==> src/rtl/mips_ctrl_pkg.sv <==
// Shared definitions for the multi-cycle MIPS main control FSM: state
// encoding, opcode constants, ALUOp / ALUSrcB / PCSource encodings, the
// packed control-word type and the DECODE dispatch helpers.
package mips_ctrl_pkg;

    typedef enum logic [3:0] {
        S_FETCH     = 4'd0,
        S_DECODE    = 4'd1,
        S_MEM_ADDR  = 4'd2,
        S_MEM_READ  = 4'd3,
        S_MEM_WB    = 4'd4,
        S_MEM_WRITE = 4'd5,
        S_EXECUTE   = 4'd6,
        S_ALU_WB    = 4'd7,
        S_EXEC_I    = 4'd8,
        S_IMM_WB    = 4'd9,
        S_BRANCH    = 4'd10,
        S_JUMP      = 4'd11
    } state_t;

    localparam logic [5:0] OP_RTYPE = 6'b000000;
    localparam logic [5:0] OP_LW    = 6'b100011;
    localparam logic [5:0] OP_SW    = 6'b101011;
    localparam logic [5:0] OP_BEQ   = 6'b000100;
    localparam logic [5:0] OP_J     = 6'b000010;
    localparam logic [5:0] OP_ADDI  = 6'b001000;

    localparam logic [1:0] ALUOP_ADD   = 2'b00;
    localparam logic [1:0] ALUOP_SUB   = 2'b01;
    localparam logic [1:0] ALUOP_FUNCT = 2'b10;

    localparam logic [1:0] ALUSRCB_RT     = 2'b00;
    localparam logic [1:0] ALUSRCB_FOUR   = 2'b01;
    localparam logic [1:0] ALUSRCB_IMM    = 2'b10;
    localparam logic [1:0] ALUSRCB_IMM_SH = 2'b11;

    localparam logic [1:0] PCSRC_ALU    = 2'b00;
    localparam logic [1:0] PCSRC_ALUOUT = 2'b01;
    localparam logic [1:0] PCSRC_JUMP   = 2'b10;

    typedef struct packed {
        logic       pc_write;
        logic       pc_write_cond;
        logic       i_or_d;
        logic       mem_read;
        logic       mem_write;
        logic       ir_write;
        logic       mem_to_reg;
        logic [1:0] pc_source;
        logic [1:0] alu_op;
        logic       alu_src_a;
        logic [1:0] alu_src_b;
        logic       reg_write;
        logic       reg_dst;
    } ctrl_t;

    function automatic logic opcode_legal(input logic [5:0] op);
        case (op)
            OP_RTYPE, OP_LW, OP_SW, OP_BEQ, OP_J, OP_ADDI: return 1'b1;
            default:                                       return 1'b0;
        endcase
    endfunction

    // State entered after DECODE; unsupported opcodes fall back to FETCH.
    function automatic state_t decode_next(input logic [5:0] op);
        case (op)
            OP_LW, OP_SW: return S_MEM_ADDR;
            OP_RTYPE:     return S_EXECUTE;
            OP_BEQ:       return S_BRANCH;
            OP_J:         return S_JUMP;
            OP_ADDI:      return S_EXEC_I;
            default:      return S_FETCH;
        endcase
    endfunction

endpackage

==> src/rtl/mips_multicycle_control.sv <==
// Main control FSM for the multi-cycle MIPS datapath.
// Ports:
//   clk, rst_n          clock, asynchronous active-low reset
//   opcode              IR[31:26], sampled only in DECODE
//   mem_ready           memory finishes the current access this cycle
//   PCWrite..RegDst     Moore datapath controls (FETCH IRWrite/PCWrite also
//                       qualified by mem_ready); ALUOP1/ALUOP0 go to alu_control
//   state               current state encoding (debug)
//   illegal_op          sticky flag, set when an unsupported opcode is decoded
//   instr_count         retired-instruction counter, wraps modulo 2^CNT_W
module mips_multicycle_control
    import mips_ctrl_pkg::*;
#(
    parameter int CNT_W = 32
) (
    input  logic             clk,
    input  logic             rst_n,
    input  logic [5:0]       opcode,
    input  logic             mem_ready,
    output logic             PCWrite,
    output logic             PCWriteCond,
    output logic             IorD,
    output logic             MemRead,
    output logic             MemWrite,
    output logic             IRWrite,
    output logic             MemtoReg,
    output logic [1:0]       PCSource,
    output logic             ALUOP1,
    output logic             ALUOP0,
    output logic             ALUSrcA,
    output logic [1:0]       ALUSrcB,
    output logic             RegWrite,
    output logic             RegDst,
    output logic [3:0]       state,
    output logic             illegal_op,
    output logic [CNT_W-1:0] instr_count
);

    state_t           state_q, state_d;
    logic             store_q;       // instruction in flight is sw (vs lw)
    logic             illegal_q;
    logic [CNT_W-1:0] count_q;
    logic             retire;
    logic             decode_illegal;
    ctrl_t            ctrl;

    // Next-state logic and retire/illegal events.
    always_comb begin
        // NOTE: every signal driven here gets a default first, so no path
        // through the case can leave it unassigned and infer a latch.
        state_d        = state_q;
        retire         = 1'b0;
        decode_illegal = 1'b0;
        case (state_q)
            S_FETCH:     if (mem_ready) state_d = S_DECODE;
            S_DECODE: begin
                state_d        = decode_next(opcode);
                decode_illegal = !opcode_legal(opcode);
            end
            S_MEM_ADDR:  state_d = store_q ? S_MEM_WRITE : S_MEM_READ;
            S_MEM_READ:  if (mem_ready) state_d = S_MEM_WB;
            S_MEM_WRITE: begin
                if (mem_ready) begin
                    retire  = 1'b1;
                    state_d = S_FETCH;
                end
            end
            S_EXECUTE:   state_d = S_ALU_WB;
            S_EXEC_I:    state_d = S_IMM_WB;
            S_MEM_WB, S_ALU_WB, S_IMM_WB, S_BRANCH, S_JUMP: begin
                retire  = 1'b1;
                state_d = S_FETCH;
            end
            default:     state_d = S_FETCH;   // unreachable encodings recover
        endcase
    end

    // NOTE: sequential state uses non-blocking assignments so every register
    // samples the pre-edge values regardless of statement order.
    always_ff @(posedge clk or negedge rst_n) begin
        if (!rst_n) begin
            state_q   <= S_FETCH;
            store_q   <= 1'b0;
            illegal_q <= 1'b0;
            count_q   <= '0;
        end else begin
            state_q <= state_d;
            if (state_q == S_DECODE) store_q <= (opcode == OP_SW);
            if (decode_illegal)      illegal_q <= 1'b1;
            if (retire)              count_q <= count_q + CNT_W'(1);
        end
    end

    // Moore output decode.
    always_comb begin
        ctrl = '0;
        case (state_q)
            S_FETCH: begin
                ctrl.mem_read  = 1'b1;
                ctrl.alu_src_b = ALUSRCB_FOUR;
                ctrl.alu_op    = ALUOP_ADD;
                ctrl.ir_write  = mem_ready;
                ctrl.pc_write  = mem_ready;
            end
            S_DECODE: begin
                ctrl.alu_src_b = ALUSRCB_IMM_SH;
                ctrl.alu_op    = ALUOP_ADD;
            end
            S_MEM_ADDR, S_EXEC_I: begin
                ctrl.alu_src_a = 1'b1;
                ctrl.alu_src_b = ALUSRCB_IMM;
                ctrl.alu_op    = ALUOP_ADD;
            end
            S_MEM_READ: begin
                ctrl.mem_read = 1'b1;
                ctrl.i_or_d   = 1'b1;
            end
            S_MEM_WB: begin
                ctrl.reg_write  = 1'b1;
                ctrl.mem_to_reg = 1'b1;
            end
            S_MEM_WRITE: begin
                ctrl.mem_write = 1'b1;
                ctrl.i_or_d    = 1'b1;
            end
            S_EXECUTE: begin
                ctrl.alu_src_a = 1'b1;
                ctrl.alu_src_b = ALUSRCB_RT;
                ctrl.alu_op    = ALUOP_FUNCT;
            end
            S_ALU_WB: begin
                ctrl.reg_write = 1'b1;
                ctrl.reg_dst   = 1'b1;
            end
            S_IMM_WB:    ctrl.reg_write = 1'b1;
            S_BRANCH: begin
                ctrl.alu_src_a     = 1'b1;
                ctrl.alu_src_b     = ALUSRCB_RT;
                ctrl.alu_op        = ALUOP_SUB;
                ctrl.pc_write_cond = 1'b1;
                ctrl.pc_source     = PCSRC_ALUOUT;
            end
            S_JUMP: begin
                ctrl.pc_write  = 1'b1;
                ctrl.pc_source = PCSRC_JUMP;
            end
            default:     ctrl = '0;
        endcase
        // NOTE: reset forces the controls low combinationally, so they drop
        // the instant rst_n falls even mid-instruction, and FETCH controls
        // reappear as soon as it rises, without waiting for a clock.
        if (!rst_n) ctrl = '0;
    end

    assign PCWrite     = ctrl.pc_write;
    assign PCWriteCond = ctrl.pc_write_cond;
    assign IorD        = ctrl.i_or_d;
    assign MemRead     = ctrl.mem_read;
    assign MemWrite    = ctrl.mem_write;
    assign IRWrite     = ctrl.ir_write;
    assign MemtoReg    = ctrl.mem_to_reg;
    assign PCSource    = ctrl.pc_source;
    assign ALUOP1      = ctrl.alu_op[1];
    assign ALUOP0      = ctrl.alu_op[0];
    assign ALUSrcA     = ctrl.alu_src_a;
    assign ALUSrcB     = ctrl.alu_src_b;
    assign RegWrite    = ctrl.reg_write;
    assign RegDst      = ctrl.reg_dst;
    assign state       = state_q;
    assign illegal_op  = illegal_q;
    assign instr_count = count_q;

endmodule
==> config.mk <==
export PLATFORM = sky130hd
export DESIGN_NAME = mips_multicycle_control
export DESIGN_NICKNAME = d
export VERILOG_FILES = /design/src/rtl/mips_ctrl_pkg.sv /design/src/rtl/mips_multicycle_control.sv
export SDC_FILE = /design/constraint.sdc
export NUM_CORES = 1
export LEC_CHECK = 0
export ABC_CLOCK_PERIOD_IN_PS = 3020
export BUFFER_PORTS_ARGS = -buffer_cell sky130_fd_sc_hd__buf_2
export CAP_MARGIN = 10
export CORE_MARGIN = 1
export CORE_UTILIZATION = 56
export DETAILED_ROUTE_END_ITERATION = 12
export GPL_TIMING_DRIVEN = 0
export PLACE_DENSITY = 0.84
export SLEW_MARGIN = 5
export SYNTH_ARGS = -nofsm -noshare
export SYNTH_HDL_FRONTEND = slang
export SYNTH_SLANG_ARGS = --single-unit
==> constraint.sdc <==
create_clock -name clk -period 3.02 [get_ports clk]
set_input_delay 0.604 -clock clk [delete_from_list [all_inputs] [get_ports clk]]
set_output_delay 0.604 -clock clk [all_outputs]
set_load 0.02 [all_outputs]
# Yosys cells after proc, flatten, opt, wreduce, memory -nomap -nowiden
# Index checks and enable logic that the tools add are counted.
# word_totals
inputBits,9
word_cells,61
register_bits,38
# op_classes
reduce_logical,12
add_sub_neg,1
muxes,25
eq_ne,19
# op_table
operator,n
"adder 32 x 1 -> 32 bit, second input constant",1
one-hot mux 4 bit (7 select lines),1
one-hot mux 4 bit (5 select lines),1
"equality test 4 x 3 -> 1 bit, second input constant",4
"equality test 4 bit, second input constant",4
two-way mux 16 bit,1
two-way mux 1 bit,13
"equality test 6 bit, second input constant",2
two-way mux 4 bit,3
"equality test 4 x 2 -> 1 bit, second input constant",2
one-hot mux 2 bit (2 select lines),2
OR reduction 2 bit,4
"equality test 6 x 2 -> 1 bit, second input constant",1
"equality test 6 x 3 -> 1 bit, second input constant",1
"equality test 6 x 4 -> 1 bit, second input constant",1
logical NOT 6 bit,1
"!= test 2 bit, second input constant",3
one-hot mux 2 bit (3 select lines),1
OR reduction 6 bit,1
OR reduction 5 bit,1
"equality test 4 x 1 -> 1 bit, second input constant",1
logical NOT 4 bit,1
one-hot mux 1 bit (2 select lines),2
OR reduction 4 bit,1
4 further kinds,4

# Longest topological paths before layout
# Gate-level depths: netlist (run 1).
# depth
ltp_word,6
ltp_mapped,6

# Least setup slack after synthesis (run 1)
# OpenSTA, ideal clock, no wires.
# synth_timing
path_kind,flip-flop to output port
start,reg state_q[3] (netlist: state[3])
end,out PCWrite
setup_slack_ns,0.551
arrival_ns,1.865
required_time_ns,2.416
path_stages_with_launch,6
path_cell_list,dfrtp_1 clkbuf_1 nor2_1 nand2_1 nor4_1 or2_2
# synth_via
elab_chain_cells,3
elab_cells_between_ends,4
classes_between,eq/ne (1); mux (2); reduce/logical (1)
# synth_rtl
element,line,text
"start, declared",mips_multicycle_control.sv:39,"state_t state_q, state_d;"
"start signal, assigned",mips_multicycle_control.sv:87,state_q <= state_d;
equality test 4 bit or logical NOT 4 bit (tied branches),mips_multicycle_control.sv:97,case (state_q)
one-hot mux 1 bit (2 select lines) *,mips_multicycle_control.sv:97,
two-way mux 16 bit *,mips_multicycle_control.sv:152,if (!rst_n) ctrl = '0;
"end, declared",mips_multicycle_control.sv:20,"output logic PCWrite,"
# Mark *: on every way between the ends. The rest lies on a longest branch, timed or not.

# Final worst setup path (run 1)
# layout_timing
start,in rst_n
end,out PCWrite
# layout_via
elab_chain_cells,1
# layout_rtl
element,line,text
"start, declared",mips_multicycle_control.sv:17,"input logic rst_n,"
two-way mux 16 bit,mips_multicycle_control.sv:152,
# Every way passes these cells.

==> results by group, run 1 <==
Finish
  • Fill cell count: roughly 280
  • ANT cells: 0
  • Nets: 296
  • Area delta synth->final: 20.26%
  • Final core utilization: 0.7233
  • Share of layout cells above drive strength 1: 0.3345

Placed design
  • RePlAce Congestion: 0.9395
  • Hpwl dp: about 3800 um
  • PortBufs: 61

Critical path
  • Req. time, crit path: 2.42 ns
  • Worst Path Arrival: around 2 ns
  • CP max stage cell: clkbuf_4
  • Critical Path Source Type: input pin
  • WS Path Type: in2out
  • CP max FO: 46
  • R2R cell count: 5
  • Cells along the critical path: clkbuf_4, nand2_1, nor4_1, or2_2, buf_2
  • CP max stage delay: around 0.49 ns
  • Setup crit end kind: output pin

Clocking
  • # clock sinks: 38
  • Root Buffer: clkbuf_8
  • CTS max path bufs: 2
  • Clock buffer count from CTS: 5
  • Clock-pin slew on the worst setup and hold paths: around 0.08 ns
  • H-tree Lvls: 2
  • CTS tree: done
  • Hold Buf Count CTS: 0
  • Worst skew pair latency: ~0.3 ns

Drt
  • WL/cell: 15.87 um
  • WL met3: between 200 and 250 um
  • Drt via density: between 5 and 6
  • WL final: 5318 um
  • Met2 wire length: between 2000 and 3000 um
  • Routed Antenna Nets: 0
  • Highest metal used: met4
  • # DRC: 0
  • M1 wire length: around 2300 um
  • Vias after detailed routing: 1981
  • Initial DRC count: between 80 and 90
  • Number of detailed-route iterations in the first pass: 4

STA
  • Slew Viols, Final: 0
  • Fin crit share: 0.8660
  • Achievable clock frequency: 382.4 MHz
  • RSZ-0062 raised after global routing: no
  • Fin. Hold Viols: 0
  • Slew @ Worst Pin: between 0.7 and 0.8 ns
  • Setup-failing EPs final: 0
  • Minimum clock period after layout: between 2 and 3 ns
  • Slew margin rel.: 0.4897
  • Setup TNS: 0 ns
  • Clock skew: roughly 0.0066 ns

Floorplanning
  • Initial Util: 0.6014
  • Die Ht: ~66 um
  • Core ar.: roughly 0.0038 mm^2
  • Die ar.: ~0.0043 mm^2
  • DIE WIDTH: about 66 um
  • Rows: 22
  • IO Pins: between 60 and 70

Yosys
  • Distinct cells, synth: just over 50
  • Main synth FF type: dfrtp_1
  • Mapped Area: roughly 0.0023 mm^2
  • Syn nets: ~230
  • Register area share after synthesis: 0.4162
  • Syn Inst Count: 218
  • Syn. warnings: 0
  • Yosys reg bits: 38
  • Async SR Flop Fraction: 1.000
  • Syn Area/Cell: 10.48 um^2
  • Number of synthesized flops with an enable pin: 0

Outcome
  • Status: finished, final reports clean

Global routing
  • Initial antenna violation count: 0
  • Vias in the first global route: ~1.9k
  • Global-route wire length before repair: between 8000 and 9000 um
  • Gr usage total: 0.2607
  • Total gr overflow: 0
  • Largest net degree at the start of global routing: between 40 and 50

Power
  • Lkg Pwr: 0.001105 uW
  • Peak supply drop: 0.0003595 V
  • Pwr dens: 589.2 mW/mm^2

Min path
  • Hold crit path type: in2async

Run
  • Max-cap violations: 0
layout make-up:
class	count	area [um^2]	share of cell area
plain buffers	14	83.83	0.03051
clock buffers	6	82.58	0.03005
clock inverters	2	12.51	0.004554
inverters	2	7.507	0.002732
multi-input cells	164	1242	0.4522
flip-flops and latches	38	950.9	0.3461
well taps	48	60.06	0.02186
repair buffers	61	307.8	0.1120
placed cells by master, fill, tap and decap left out, types with 3 or more instances in the layout:
master | netlist | layout
nor4_1 | 7 | 7
nand3_1 | 10 | 10
xor2_1 | 31 | 31
nor3b_1 | 4 | 4
clkbuf_8 | 0 | 6
a21oi_1 | 3 | 3
nor4_2 | 6 | 6
xnor2_1 | 3 | 3
clkbuf_1 | 4 | 4
nor4_4 | 3 | 3
nor2b_1 | 3 | 3
nand4_1 | 7 | 7
o21ai_0 | 5 | 5
buf_6 | 3 | 3
nand2_1 | 13 | 13
buf_2 | 4 | 64
nand2b_1 | 8 | 8
nor4b_2 | 3 | 3
and4_1 | 4 | 4
dfrtp_1 | 38 | 38
nor2_1 | 12 | 12
nor3_1 | 10 | 10
through the flow:
stage / cell area (um^2) / setup WS [ns] / hold slack, ns / instances / power, uW
2_1_floorplan: 2285 / 0.5515 / 0.3084 / 218 / 1059
3_3_place_gp: 2650 / 0.06877 / 0.4514 / 327 / 1233
3_5_place_dp: 2650 / 0.1053 / 0.4677 / 327 / 1246
4_1_cts: 2745 / 0.1002 / 0.4773 / 335 / 1619
5_1_grt: 2748 / 0.2699 / 0.3679 / 335 / 1700
6_report: 2748 / 0.4046 / 0.3238 / 335 / 1619
repair_timing:
item | CTS | global route
resized for setup | 0 | 1
setup buffers | 0 | 0
endpoints found under the setup margin | 0 | 1
power breakdown:
part / internal (uW) / switching, uW
combinational: 221 / 402
clock: 184 / 191
sequential: 557 / 63.7
critical path: cells and delay by family:
kind          cells  cell delay (ns)
simple gates      3             0.76
buf+inv           2             0.64
cells by family (layout without fill, tap and decap cells):
family	Yosys count	after routing	synth area share
xor gates and xnor gates	34	34	0.1303
adders and majority gates	1	1	0.005476
and+or+nand+nor	106	106	0.3280
muxes	1	1	0.004928
buffers and inverters	16	85	0.03998
AOI/OAI and AO/OA	22	22	0.07503
DFF	38	38	0.4162
registers in the layout, summed over array words and instances (netlist names):
name,flops
state,4
instr_count,32
illegal_op,1
store_q,1
synthesized netlist by cell type, drive strengths merged (5+ instances only):
cell type   n  area, um^2
o21ai       5       25.02
nor2       12       45.04
nand3      10       50.05
xor2       31       271.5
nor4       16       182.7
nor3       10       50.05
nand2b      8       50.05
dfrtp      38       950.9
nand4       7       43.79
nand2      13       48.80
and4        5       45.04
nor4b       6       86.33
buf        10       68.82
worst paths after layout:
kind,startpoint,to,slack [ns]
min,rst_n,instr_count[30]$_DFFE_PN0P_,0.32
min reg2reg,instr_count[31]$_DFFE_PN0P_,instr_count[31]$_DFFE_PN0P_,0.47
max reg2reg,instr_count[0]$_DFFE_PN0P_,instr_count[18]$_DFFE_PN0P_,1.05
max,rst_n,PCWrite,0.40
max in group asynchronous,rst_n,state[3]$_DFFE_PN0P_,2.30
min in group clk,instr_count[31]$_DFFE_PN0P_,instr_count[31]$_DFFE_PN0P_,0.47
metal layers:
| layer | global-route usage | up-vias |
|---|---|---|
| met2 | 0.4452 | 61 |
| met5 | 0 | - |
| met1 | 0.3231 | 973 |
| li1 | - | 939 |
| met3 | 0.05862 | 8 |
| met4 | 0.08152 | 0 |
Note: power is estimated with default switching activity, not from simulation.
==> inputs of run 2 (changes only) <==
- ABC_CLOCK_PERIOD_IN_PS: 3020 -> 3200
- CTS_BUF_LIST: not set -> sky130_fd_sc_hd__clkbuf_16
- clock period: 3.02 -> 3.2 ns (I/O delays scaled with it)
==> results by group, run 2 (synthesized netlist as in run 1, its figures left out) <==
Clocking
  • Hold Buf Count CTS: 0 (unchanged)
  • Root Buffer: clkbuf_16 (was clkbuf_8)
  • Worst skew pair latency: 0.28 ns (was 0.30 ns)
  • CTS resizes: 0 (unchanged)
  • # Post-CTS Setup Buffers: 0 (unchanged)
  • # clock sinks: 38 (unchanged)
  • CTS max path bufs: 2 (unchanged)
  • Clock buffer count from CTS: 5 (unchanged)
  • CTS tree: done (unchanged)
  • Clock-pin slew on the worst setup and hold paths: 0.06 ns (was 0.08 ns)
  • H-tree Lvls: 2 (unchanged)

Critical path
  • WS Path Type: in2out (unchanged)
  • CP max stage delay: 0.71 ns (was 0.49 ns)
  • Worst Path Arrival: 2.29 ns (was 2.01 ns)
  • Cells along the critical path: buf_2, nand2_1, nor4_1, or2_2, buf_2 (was clkbuf_4, nand2_1, nor4_1, or2_2, buf_2)
  • Critical Path Source Type: input pin (unchanged)
  • CP max stage cell: buf_2 (was clkbuf_4)
  • Req. time, crit path: 2.56 ns (was 2.42 ns)
  • CP most frequent cell: buf_2
  • Setup crit end kind: output pin (unchanged)
  • Worst reg2reg setup slack: 1.20 ns (was 1.05 ns)
  • CP max FO: 46 (unchanged)

Floorplanning
  • Initial Util: 0.6014 (unchanged)
  • Die ar.: 0.004340 mm^2 (unchanged)
  • Core ar.: 0.003799 mm^2 (unchanged)
  • DIE WIDTH: 65.88 um (unchanged)
  • Rows: 22 (unchanged)
  • Die Ht: 65.88 um (unchanged)
  • IO Pins: 62 (unchanged)

Finish
  • Share of layout cells above drive strength 1: 0.3310 (was 0.3345)
  • Commonest cells after routing, fill and taps aside: 65 x buf_2, 38 x dfrtp_1, 31 x xor2_1 (was 64 x buf_2, 38 x dfrtp_1, 31 x xor2_1)
  • ANT cells: 0 (unchanged)
  • Fill cell count: 267 (was 284)
  • Area delta synth->final: 22.18% (was 20.26%)
  • Max reg flops: 32 (unchanged)
  • Register Area: 950.9 um^2 (unchanged)
  • Area of the multi-input gates: 0.001242 mm^2 (unchanged)
  • Commonest non-fill, non-tap cell in the layout: buf_2 (unchanged)
  • Nets: 296 (unchanged)

STA
  • Fin Hold WS: 0.4699 ns (was 0.3238 ns)
  • Setup TNS: 0 ns (unchanged)
  • Setup ws final: 0.2697 ns (was 0.4046 ns)
  • Fin crit share: 0.9157
  • Setup-failing EPs final: 0 (unchanged)
  • Slew margin rel.: 0.3708 (was 0.4897)
  • RSZ-0062 raised after global routing: no (unchanged)
  • Achievable clock frequency: ~340 MHz
  • Minimum clock period after layout: between 2 and 3 ns
  • Slew @ Worst Pin: 0.9437 ns (was 0.7654 ns)
  • Fin. Hold Viols: 0 (unchanged)
  • Slew Viols, Final: 0 (unchanged)
  • Clock skew: 0.002682 ns (was 0.006638 ns)

Power
  • Peak supply drop: 0.0003712 V (was 0.0003595 V)
  • Lkg Pwr: 0.001125 uW (was 0.001105 uW)
  • Tot Pwr: 1643 uW (was 1619 uW)
  • Pwr dens: 588.8 mW/mm^2 (was 589.2 mW/mm^2)

Global routing
  • Largest net degree at the start of global routing: 47 (unchanged)
  • Vias in the first global route: 1879 (was 1853)
  • Total gr overflow: 0 (unchanged)
  • Initial antenna violation count: 0 (unchanged)
  • Gr usage total: 0.2675 (was 0.2607)
  • Global-route wire length before repair: 8935 um (was 8659 um)

Placed design
  • PortBufs: 61 (unchanged)
  • Place WS: 0.2133 ns (was 0.1053 ns)
  • Hpwl dp: 3798 um (unchanged)
  • RePlAce Congestion: 0.9395 (unchanged)

Drt
  • Routed Antenna Nets: 0 (unchanged)
  • Initial DRC count: 112 (was 89)
  • Vias after detailed routing: 1978 (was 1981)
  • Number of detailed-route iterations in the first pass: 6 (was 4)
  • Drt via density: 5.904 (was 5.913)
  • WL/cell: 16.12 um (was 15.87 um)
  • # DRC: 0 (unchanged)
  • WL final: 5401 um (was 5318 um)

Outcome
  • Status: finished, final reports clean (unchanged)

Run
  • Max-cap violations: 0 (unchanged)

Min path
  • Hold crit path type: reg2reg (was in2async)
run 2: cell count changes in the layout (fill, tap and decap cells not counted):
| cell | previous run | this run |
|---|---|---|
| clkinv_1 | 0 | 1 |
| clkbuf_4 | 1 | 0 |
| clkbuf_16 | 0 | 5 |
| buf_2 | 64 | 65 |
| clkbuf_8 | 6 | 0 |
run 2: per-stage QoR:
| step | area (um^2) | std cells | util |
|---|---|---|---|
| after detailed placement | 2650 | 327 | 0.6976 |
| after floorplan | 2285 | 218 | - |
| after global placement | 2650 | 327 | 0.6976 |
| after CTS | 2791 | 335 | 0.7348 |
| final | 2791 | 335 | 0.7348 |
| after global routing | 2791 | 335 | 0.7348 |
run 2: worst max-delay path: cells and delay by family:
family / cells / cell delay [ns]
and+or+nand+nor: 3 / 0.79
buffers and inverters: 2 / 0.86
run 2: final cells by class:
cell class | count | area share
multi-input cells | 164 | 0.4451
clock inverters | 3 | 0.005827
repair buffers | 61 | 0.1094
plain buffers | 14 | 0.03003
clock buffers | 5 | 0.04482
flip-flops and latches | 38 | 0.3407
inverters | 2 | 0.002689
well taps | 48 | 0.02151
run 2: where the power goes:
group / internal, uW / switching (uW) / leakage [uW] / total, uW
sequential: 527 / 59.8 / 0.000407 / 586
combinational: 209 / 379 / 0.000650 / 587
clock: 284 / 186 / 0.0000672 / 470
run 2: worst paths after layout:
kind / startpoint / end / cells past startpoint
max in group asynchronous: rst_n / store_q$_DFFE_PN0P_ / 1
min in group asynchronous: rst_n / instr_count[23]$_DFFE_PN0P_ / 1
min: instr_count[31]$_DFFE_PN0P_ / instr_count[31]$_DFFE_PN0P_ / 1
min reg2reg: instr_count[31]$_DFFE_PN0P_ / instr_count[31]$_DFFE_PN0P_ / 1
max: rst_n / PCWrite / 5
max reg2reg: instr_count[0]$_DFFE_PN0P_ / instr_count[18]$_DFFE_PN0P_ / 5
run 2: routing by layer:
| layer | up-vias | GRT usage | wire length [um] |
|---|---|---|---|
| met5 | - | 0 | 0 |
| met4 | 0 | 0.09511 | 59 |
| met3 | 6 | 0.04828 | 230 |
| met2 | 62 | 0.4528 | 2778 |
| met1 | 970 | 0.3381 | 2332 |
| li1 | 940 | - | - |
